===== src/rtl/lsu_ctrl.sv =====
// lsu_ctrl: load/store initiator with sub-word extract and RMW stores
//   ports: clk, rst_n (async active-low);
//          req_valid/req_ready/req_we/req_funct3/req_addr/req_wdata (request);
//          rsp_valid/rsp_ready/rsp_rdata/rsp_err (response);
//          mem_we/mem_addr/mem_wd/mem_rd (word-addressed memory, combinational read)
module lsu_ctrl #(
  parameter int MEM_WORDS = 64
) (
  input  logic        clk,
  input  logic        rst_n,
  input  logic        req_valid,
  output logic        req_ready,
  input  logic        req_we,
  input  logic [2:0]  req_funct3,
  input  logic [31:0] req_addr,
  input  logic [31:0] req_wdata,
  output logic        rsp_valid,
  input  logic        rsp_ready,
  output logic [31:0] rsp_rdata,
  output logic        rsp_err,
  output logic        mem_we,
  output logic [31:0] mem_addr,
  output logic [31:0] mem_wd,
  input  logic [31:0] mem_rd
);
  localparam logic [1:0] IDLE = 2'd0, READ = 2'd1, WRITE = 2'd2, RESP = 2'd3;
  logic [1:0]  state;
  logic        we_r;
  logic [2:0]  f3_r;
  logic [31:0] addr_r, wdata_r, word_r;
  logic        err;
  logic [4:0]  sh;
  logic [31:0] mask, rd_sh, ext;
  always_comb begin
    err = (req_we ? (req_funct3[2] | &req_funct3[1:0])
                  : (&req_funct3[1:0] | &req_funct3[2:1]))
        | (req_funct3[1:0] == 2'b01 & req_addr[0])
        | (req_funct3[1:0] == 2'b10 & |req_addr[1:0])
        | ({2'b00, req_addr[31:2]} >= 32'(MEM_WORDS));
    // lane shift is byte*8; for aligned halves this equals half*16, for words 0
    sh    = {addr_r[1:0], 3'b000};
    mask  = f3_r[1:0] == 2'b00 ? 32'h0000_00ff << sh :
            f3_r[1:0] == 2'b01 ? 32'h0000_ffff << sh : '1;
    rd_sh = mem_rd >> sh;
    ext   = f3_r[1:0] == 2'b00 ? {{24{rd_sh[7] & ~f3_r[2]}}, rd_sh[7:0]} :
            f3_r[1:0] == 2'b01 ? {{16{rd_sh[15] & ~f3_r[2]}}, rd_sh[15:0]} : mem_rd;
    req_ready = state == IDLE;
    rsp_valid = state == RESP;
    mem_we    = state == WRITE;
    mem_addr  = (state == READ || state == WRITE) ? {addr_r[31:2], 2'b00} : '0;
    // full-word stores use an all-ones mask, so the captured word drops out
    mem_wd    = mem_we ? (word_r & ~mask) | ((wdata_r << sh) & mask) : '0;
  end
  always_ff @(posedge clk or negedge rst_n) begin
    if (!rst_n) begin
      state     <= IDLE;
      we_r      <= 1'b0;
      f3_r      <= '0;
      addr_r    <= '0;
      wdata_r   <= '0;
      word_r    <= '0;
      rsp_rdata <= '0;
      rsp_err   <= 1'b0;
    end else begin
      case (state)
        IDLE: if (req_valid) begin
          we_r      <= req_we;
          f3_r      <= req_funct3;
          addr_r    <= req_addr;
          wdata_r   <= req_wdata;
          rsp_err   <= err;
          rsp_rdata <= '0;
          state     <= err ? RESP : (req_we && req_funct3[1:0] == 2'b10) ? WRITE : READ;
        end
        READ: begin
          word_r <= mem_rd;
          if (!we_r) rsp_rdata <= ext;
          state  <= we_r ? WRITE : RESP;
        end
        WRITE: state <= RESP;
        RESP: if (rsp_ready) begin
          state     <= IDLE;
          rsp_rdata <= '0;
          rsp_err   <= 1'b0;
        end
      endcase
    end
  end
endmodule


===== config.mk =====
export PLATFORM = sky130hd
export DESIGN_NAME = lsu_ctrl
export DESIGN_NICKNAME = d
export VERILOG_FILES = /design/src/rtl/lsu_ctrl.sv
export SDC_FILE = /design/constraint.sdc
export NUM_CORES = 1
export LEC_CHECK = 0
export ABC_AREA = 1
export CORE_ASPECT_RATIO = 0.6
export CORE_MARGIN = 2
export CORE_UTILIZATION = 53
export CTS_CLUSTER_SIZE = 10
export DETAILED_ROUTE_END_ITERATION = 8
export GPL_TIMING_DRIVEN = 1
export PLACE_DENSITY_LB_ADDON = 0.12
export SYNTH_ARGS = -nofsm -noshare
export SYNTH_HDL_FRONTEND = slang
export SYNTH_SLANG_ARGS = --single-unit

===== constraint.sdc =====
create_clock -name clk -period 6.81 [get_ports clk]
set_input_delay 1.362 -clock clk [delete_from_list [all_inputs] [get_ports clk]]
set_output_delay 1.362 -clock clk [all_outputs]
set_load 0.01 [all_outputs]

==> results of run 1 <==
logic make-up after synthesis:
logic type | share of synthesized area
simple gates | 0.325
compound gates | 0.121
fa+ha+maj | 0.0136
other cells | 0.000509
buf+inv | 0.0811
flops | 0.459
sequential cells by signal, summed over array words and instances, names as in the netlist:
name       flops
state          2
wdata_r       32
addr_r        32
rsp_err        1
word_r        32
rsp_rdata     32
we_r           1
f3_r           3
where the power goes:
| group | internal, mW | leakage, nW | switching, mW |
|---|---|---|---|
| clock | 0.495 | 0.238 | 0.354 |
| combinational | 0.988 | 2.93 | 1.49 |
| sequential | 1.14 | 1.71 | 0.298 |
| total | 2.63 | 4.88 | 2.14 |
worst min-delay path by stage:
stage,start,end,slack [ps],depth (start not counted)
floorplan,word_r[22],word_r[22],440,2
CTS,word_r[22],word_r[22],470,2
detailed placement,word_r[22],word_r[22],460,2
global placement,word_r[22],word_r[22],460,2
global route,wdata_r[31],wdata_r[31],480,2
finish,word_r[22],word_r[22],470,2
metrics by stage:
step	area [um2]	setup WS, ps
3_5_place_dp	9330	2180
6_report	9870	1610
2_1_floorplan	7360	3650
5_1_grt	9870	1390
4_1_cts	9870	1700
3_3_place_gp	9330	2220
cells in the final DEF, fill, tap and decap left out, types with 4 or more instances in the layout:
master and count:
nand2_1 510, o211ai_1 14, o21ai_1 8, a21oi_1 55, nand3_1 22, clkdlybuf4s50_1 200
o21ai_0 66, nand4_1 4, o2111ai_1 7, inv_2 7, clkinvlp_4 8, clkbuf_16 17
inv_1 68, nor2_1 59, dfrtp_1 134, ha_1 8, buf_4 5
final cells by class:
class,count,share of cell area
Timing Repair Buffer,206,0.208
Sequential cell,135,0.342
Multi-Input combinational cell,774,0.344
Clock inverter,12,0.0110
Inverter,77,0.0294
Clock buffer,18,0.0435
Tap cell,175,0.0222
metal layers:
layer  up-vias  share of wire  global-route usage
met4         0         0.0095              0.0627
met5         -              0                   0
met1      3483           0.47               0.489
met2       370           0.42               0.443
met3        23           0.10              0.0636
li1       3594              -                   -
critical path, stage by stage (launching register included):
cell	delay [ps]
dfrtp_2	1070
inv_2	590
ha_1	390
nor2_2	380
nor2_1	240
nand3_1	120
a21oi_1	100
clkdlybuf4s50_1	530
==> flow_summary.json, run 1 <==
{
  "status": "complete, no violations",
  "gp_congestion": 0.916,
  "ff2ff_setup_slack_ps": 4010,
  "port_buffers": 201,
  "synth_enable_flop_cells": 0,
  "fillers": 1145,
  "detail_route.iter0.violations": 777,
  "slew_violations": 0,
  "fin_skew_ps": 10.9,
  "stdcell_count": 1397,
  "synth-seq-cells": 135,
  "die-height_um": 95.3,
  "grt_use_total": 0.311,
  "setup_violations": 0,
  "synth_area_leader_cell": "dfrtp_1",
  "cts.clk_slew.worst_paths_ps": 50,
  "hold_class": "flop to flop",
  "wl_per_cell_um": 16.1,
  "post-route-util": 0.724,
  "cts_buffer_depth": 2,
  "whs_ps": 472,
  "timing.fmax_mhz": 192,
  "cts_hold_buffers": 0,
  "endpoint_kind": "output pin",
  "synthMostInstantiatedCell": "nand2_1",
  "via_count": 7470,
  "final_layout_size_suffix_gt1_frac": 0.0499,
  "synthCells": 1043,
  "syn_area_um2": 7360,
  "cts_root_buf": "clkbuf_16",
  "endpoint": "mem_wd[2]",
  "wl_um": 22400,
  "cap_violations": 0,
  "drtPass1Iterations": 5,
  "critPathLaunchType": "flop",
  "cts-resized-gates": 0,
  "hold_viol_final": 0,
  "max-slew-margin-rel": 0.259,
  "drc": 0,
  "required_ps": 5450,
  "ys_types": 34,
  "cts_tree": "built",
  "cts_made_buffers": 17,
  "grt_pass1_wl_um": 35600,
  "setup_tns_ps": 0,
  "placedCellCount": 1367,
  "regArea_um2": 3380,
  "finalPower_mw": 4.77,
  "crit_start": "addr_r[0]",
  "tightest_slew_ps": 1110,
  "r2r-start": "addr_r[0]",
  "avgSynthCellArea_um2": 7.06,
  "grt_max_degree": 79,
  "yosysWarnings": 0,
  "rsz0062_at_grt": "false",
  "cts_htree_levels": 4,
  "arrival_ps": 3840,
  "fin_crit_sh": 0.764,
  "rows": 33,
  "start_util": 0.540,
  "synthTopCellsByArea": "dfrtp_1 (46%), nand2_1 (26%), o21ai_0 (4.5%), a21oi_1 (3.7%), inv_1 (3.5%)",
  "dieArea_um2": 14900,
  "synthArstFlopShare": 1.00,
  "nets": 1323,
  "dp_hpwl_um": 15900,
  "post-cts-setup-buffer-count": 0,
  "powerDensity_nw_per_um2": 483,
  "antenna_found_initial": 0,
  "ys.flop_type": "dfrtp_1",
  "clk_latency_ps": 420,
  "syn_to_final_growth_pct": 34.1,
  "grt-ovfl-total": 0,
  "p_leak_nw": 4.88,
  "ys_seq_area_frac": 0.459,
  "ir_drop_v": 0.000281,
  "die_w_um": 156,
  "netlist.area_leader.share": 0.459,
  "cts.sinks": 135,
  "io_pins": 204,
  "multi_input_area_um2": 3390,
  "grt_pass1_vias": 6752,
  "crit_path_max_fanout": 68,
  "period_needed_ps": 5200,
  "path_class": "flop to output pin",
  "design.core.area_um2": 13600,
  "r2r_end": "rsp_rdata[3]",
  "reg2reg_depth": 6,
  "diodes": 0,
  "ys_top_cells_by_count": "nand2_1 (511), dfrtp_1 (135), inv_1 (69)",
  "ant_nets": 0,
  "avgViaCountPerCell": 5.35
}
(Power assumes the default switching activity.)
==> inputs of run 2 (changes only) <==
--- a/config.mk
+++ b/config.mk
@@ -8,7 +8,7 @@
 export ABC_AREA = 1
 export CORE_ASPECT_RATIO = 0.6
 export CORE_MARGIN = 2
-export CORE_UTILIZATION = 53
+export CORE_UTILIZATION = 49
 export CTS_CLUSTER_SIZE = 10
 export DETAILED_ROUTE_END_ITERATION = 8
 export GPL_TIMING_DRIVEN = 1
==> constraint.sdc (replaced) <==
create_clock -name clk -period 5.2 [get_ports clk]
set_input_delay 1.04 -clock clk [delete_from_list [all_inputs] [get_ports clk]]
set_output_delay 1.04 -clock clk [all_outputs]
set_load 0.01 [all_outputs]
==> flow_summary.json, run 2 (synthesized netlist as in run 1, its figures left out) <==
{
  "grt_util_met3": 0.102,
  "io_pins": 204,
  "ir_drop_v": 0.000353,
  "drtPass1Iterations": 6,
  "wl_um": 23300,
  "die-height_um": 98.9,
  "via_count": 7520,
  "reg2reg_depth": 6,
  "ff2ff_setup_slack_ps": 2910,
  "path_class": "flop to output pin",
  "dieArea_um2": 16100,
  "design.core.area_um2": 14600,
  "rows": 34,
  "syn_to_final_growth_pct": 36.4,
  "grt_pass1_wl_um": 37300,
  "tightest_slew_ps": 1070,
  "arrival_ps": 3020,
  "setup_violations": 0,
  "required_ps": 4160,
  "cts.sinks": 135,
  "cp_top_family": "buffers and inverters",
  "hold_viol_final": 0,
  "critPathMaxStageDelay_ps": 590,
  "max-slew-margin-rel": 0.289,
  "powerDensity_nw_per_um2": 648,
  "post-cts-setup-buffer-count": 0,
  "r2r-start": "state[1]",
  "use_met1": 0.448,
  "fin_crit_sh": 0.781,
  "cts.clk_slew.worst_paths_ps": 60,
  "grt_max_degree": 100,
  "ant_nets": 0,
  "endpoint_kind": "output pin",
  "clk_latency_ps": 420,
  "final_layout_size_suffix_gt1_frac": 0.0546,
  "hold_class": "flop to flop",
  "die_w_um": 162,
  "start_util": 0.504,
  "final_common_cell": "nand2_1",
  "detail_route.iter0.violations": 728,
  "cap_violations": 0,
  "setup_tns_ps": 0,
  "critPathBufInv": 2,
  "port_buffers": 201,
  "p_leak_nw": 4.98,
  "cts_made_buffers": 17,
  "status": "complete, no violations",
  "slowest_stage": "clkdlybuf4s50_1",
  "grt_use_total": 0.297,
  "dp_hpwl_um": 16700,
  "cts_buffer_depth": 2,
  "cts_htree_levels": 4,
  "slew_violations": 0,
  "critPathLaunchType": "flop",
  "hp-start": "word_r[17]",
  "min_path_cells": 2,
  "nets": 1328,
  "timing.fmax_mhz": 246,
  "use_met2": 0.410,
  "gp_congestion": 0.927,
  "wl_per_cell_um": 16.4,
  "period_needed_ps": 4060,
  "post-route-util": 0.688,
  "top_usage_layer": "met1",
  "antenna_found_initial": 0,
  "crit_path_max_fanout": 23,
  "r2r_end": "rsp_rdata[24]",
  "drc": 0,
  "grt-ovfl-total": 0,
  "whs_endpoint": "word_r[17]",
  "cts_tree": "built",
  "cts-resized-gates": 0,
  "cp_cell_sequence": "inv_2, ha_1, nor2_2, nor2_1, nand3_1, a21oi_1, clkdlybuf4s50_1",
  "mostFrequentLayoutCells": "nand2_1 (510), clkdlybuf4s50_1 (200), dfrtp_1 (134)",
  "cts_hold_buffers": 0,
  "rsz0062_at_grt": "false",
  "cts_root_buf": "clkbuf_16",
  "avgViaCountPerCell": 5.28,
  "fin_skew_ps": 8.71,
  "grt_pass1_vias": 7106,
  "diodes": 0
}
==> run 2: worst max-delay path by stage <==
stage | start | cells after the start | end | slack (ps)
floorplan | addr_r[0] | 8 | mem_wd[0] | 2360
global placement | addr_r[1] | 7 | mem_wd[2] | 1720
detailed placement | addr_r[1] | 7 | mem_wd[3] | 1690
CTS | addr_r[1] | 7 | mem_wd[2] | 1230
global route | addr_r[1] | 7 | mem_wd[2] | 1050
finish | addr_r[1] | 7 | mem_wd[2] | 1140
==> run 2: power by group <==
part | internal (mW) | total (mW) | switching, mW | leakage [nW]
sequential | 1.50 | 1.81 | 0.314 | 1.71
combinational | 1.31 | 3.36 | 2.05 | 2.96
clock | 0.859 | 1.33 | 0.473 | 0.308
total | 3.67 | 6.50 | 2.84 | 4.98
==> run 2: layout make-up <==
cell class / instances / area, um2
fill: 1231 / 4550
multi-input combinational: 774 / 3390
sequential: 135 / 3380
timing repair buffer: 211 / 2090
clock buffer: 18 / 439
inverter: 77 / 290
tap: 198 / 248
clock inverter: 12 / 201
==> run 2: worst reg2reg max path: cells and delay by family (launching register included) <==
| family | cells | cell delay [ps] |
|---|---|---|
| adder cells (fa/ha/maj) | 1 | 650 |
| AND/OR/NAND/NOR | 3 | 540 |
| AO/OA/AOI/OAI | 1 | 530 |
| flip-flops | 1 | 420 |
| buffers and inverters | 1 | 100 |
==> run 2: layer usage <==
| metal | vias up | wire [um] |
|---|---|---|
| li1 | 3594 | - |
| met1 | 3505 | 10800 |
| met2 | 392 | 9310 |
| met3 | 29 | 2910 |
| met4 | 0 | 284 |
| met5 | - | 0 |
==> run 2: stage by stage <==
stage                     setup WS, ps  instance area (um2)  hold slack [ps]  total power [mW]  cells
after floorplan                   2360                 7360              442              3.83   1044
final                             1140                10000              477              6.50   1425
after global placement            1720                 9400              458              5.05   1395
after global routing              1050                10000              492              6.97   1425
after detailed placement          1690                 9400              465              5.09   1395
after CTS                         1230                10000              479              6.47   1425
==> inputs of run 3 (changes only) <==
--- a/config.mk
+++ b/config.mk
@@ -8,7 +8,7 @@
 export ABC_AREA = 1
 export CORE_ASPECT_RATIO = 0.6
 export CORE_MARGIN = 2
-export CORE_UTILIZATION = 49
+export CORE_UTILIZATION = 44
 export CTS_CLUSTER_SIZE = 10
 export DETAILED_ROUTE_END_ITERATION = 8
 export GPL_TIMING_DRIVEN = 1
==> constraint.sdc (replaced) <==
create_clock -name clk -period 3.3 [get_ports clk]
set_input_delay 0.66 -clock clk [delete_from_list [all_inputs] [get_ports clk]]
set_output_delay 0.66 -clock clk [all_outputs]
set_load 0.01 [all_outputs]
==> flow_summary.json, run 3 (synthesized netlist as in run 1, its figures left out) <==
{
  "status": "complete, no violations",
  "rows": 36,
  "dp_slack_ps": 403,
  "die-height_um": 104,
  "diodes": 0,
  "r2r_end": "rsp_rdata[13]",
  "post-route-util": 0.624,
  "max-slew-margin-rel": 0.421,
  "gp_congestion": 0.890,
  "stdcell_area_um2": 10200,
  "avgViaCountPerCell": 5.09,
  "setup_ws_ps": 103,
  "path_class": "flop to output pin",
  "dp_hpwl_um": 17100,
  "reg2reg_depth": 6,
  "detail_route.iter0.violations": 689,
  "ir_drop_v": 0.000490,
  "slew_violations": 0,
  "cts_buffer_depth": 2,
  "grt_max_degree": 69,
  "design.core.area_um2": 16300,
  "die_w_um": 171,
  "p_leak_nw": 5.02,
  "cts_htree_levels": 4,
  "grt_use_total": 0.268,
  "cts_made_buffers": 17,
  "grt_pass1_wl_um": 36700,
  "ant_nets": 0,
  "syn_to_final_growth_pct": 38.3,
  "cts_root_buf": "clkbuf_16",
  "setup_violations": 0,
  "clk_latency_ps": 420,
  "mostFrequentLayoutCells": "nand2_1 (510), clkdlybuf4s50_1 (200), dfrtp_1 (133)",
  "ff2ff_setup_slack_ps": 890,
  "endpoint_kind": "output pin",
  "required_ps": 2640,
  "stdcell_count": 1467,
  "period_needed_ps": 3200,
  "cts.sinks": 135,
  "start_util": 0.451,
  "io_pins": 204,
  "crit_path_max_fanout": 23,
  "setup_tns_ps": 0,
  "final_layout_size_suffix_gt1_frac": 0.0662,
  "placed_area_um2": 9510,
  "grt_pass1_vias": 6612,
  "hold_viol_final": 0,
  "drtPass1Iterations": 5,
  "timing.fmax_mhz": 313,
  "cap_violations": 0,
  "wl_um": 23600,
  "final_common_cell": "nand2_1",
  "fin_crit_sh": 0.969,
  "hold_class": "primary input to async pin",
  "critPathLaunchType": "flop",
  "powerDensity_nw_per_um2": 1010,
  "port_buffers": 201,
  "dieArea_um2": 17800,
  "nets": 1338,
  "drc": 0,
  "r2r-start": "state[1]",
  "wl_per_cell_um": 16.1,
  "fin_skew_ps": 8.49,
  "cts.clk_slew.worst_paths_ps": 60,
  "fillers": 1496,
  "antenna_found_initial": 0,
  "arrival_ps": 2540,
  "grt-ovfl-total": 0,
  "cts_tree": "built",
  "crit_start": "addr_r[0]",
  "tightest_slew_ps": 868,
  "via_count": 7463,
  "placedCellCount": 1433
}
run 3: cell types whose count changed in the layout (fill, tap and decap cells not counted), sizes merged:
cell / change
buf: +10
inv: +2
clkinvlp: -1
bufinv: -2
clkinv: +2
clkbuf: +1
run 3: critical path: stages (launching register included):
cell             delay (ps)
dfrtp_2                 400
buf_4                   250
ha_1                    260
nor2_1                  100
nor2_4                  210
nand2_1                  80
a21oi_1                 220
clkdlybuf4s50_1         610
run 3: worst max path at each step:
stage / slack [ps] / end / cells after the start
floorplan: 840 / mem_wd[0] / 8
global placement: 440 / mem_wd[31] / 6
detailed placement: 400 / mem_wd[31] / 9
CTS: 20 / mem_wd[31] / 6
global route: -7 / mem_wd[13] / 7
finish: 100 / mem_wd[14] / 7
run 3: power by group:
part	total [mW]	switching (mW)	leakage (nW)	internal, mW
combinational	5.42	3.26	3.01	2.17
sequential	2.87	0.505	1.71	2.36
clock	1.99	0.773	0.298	1.22
total	10.3	4.54	5.02	5.75
run 3: area by class of cell:
cell class,instances,area [um2],area share
Inverter,77,293,0.0288
Sequential cell,135,3380,0.332
Tap cell,228,285,0.0280
Timing Repair Buffer,221,2180,0.214
Clock buffer,19,443,0.0435
Clock inverter,13,169,0.0166
Multi-Input combinational cell,774,3430,0.337
run 3: what timing repair did:
action                     in CTS  in global routing
pin swaps                       0                  1
setup endpoints to repair       2                 24
buffers inserted                0                  2
resized for setup               2                  9
hold buffers                    0                  0
run 3: layer usage:
layer,vias to the layer above,global-route usage,part of all wire
met5,-,0,0
met4,0,0.0490,0.0066
met3,12,0.0738,0.11
met2,324,0.350,0.39
met1,3498,0.436,0.50
li1,3629,-,-
run 3: through the flow:
step / power, mW / hold WS (ps)
global placement: 8.05 / 458
detailed placement: 8.10 / 459
finish: 10.3 / 216
floorplan: 6.04 / 364
CTS: 10.2 / 261
global route: 11.0 / 271
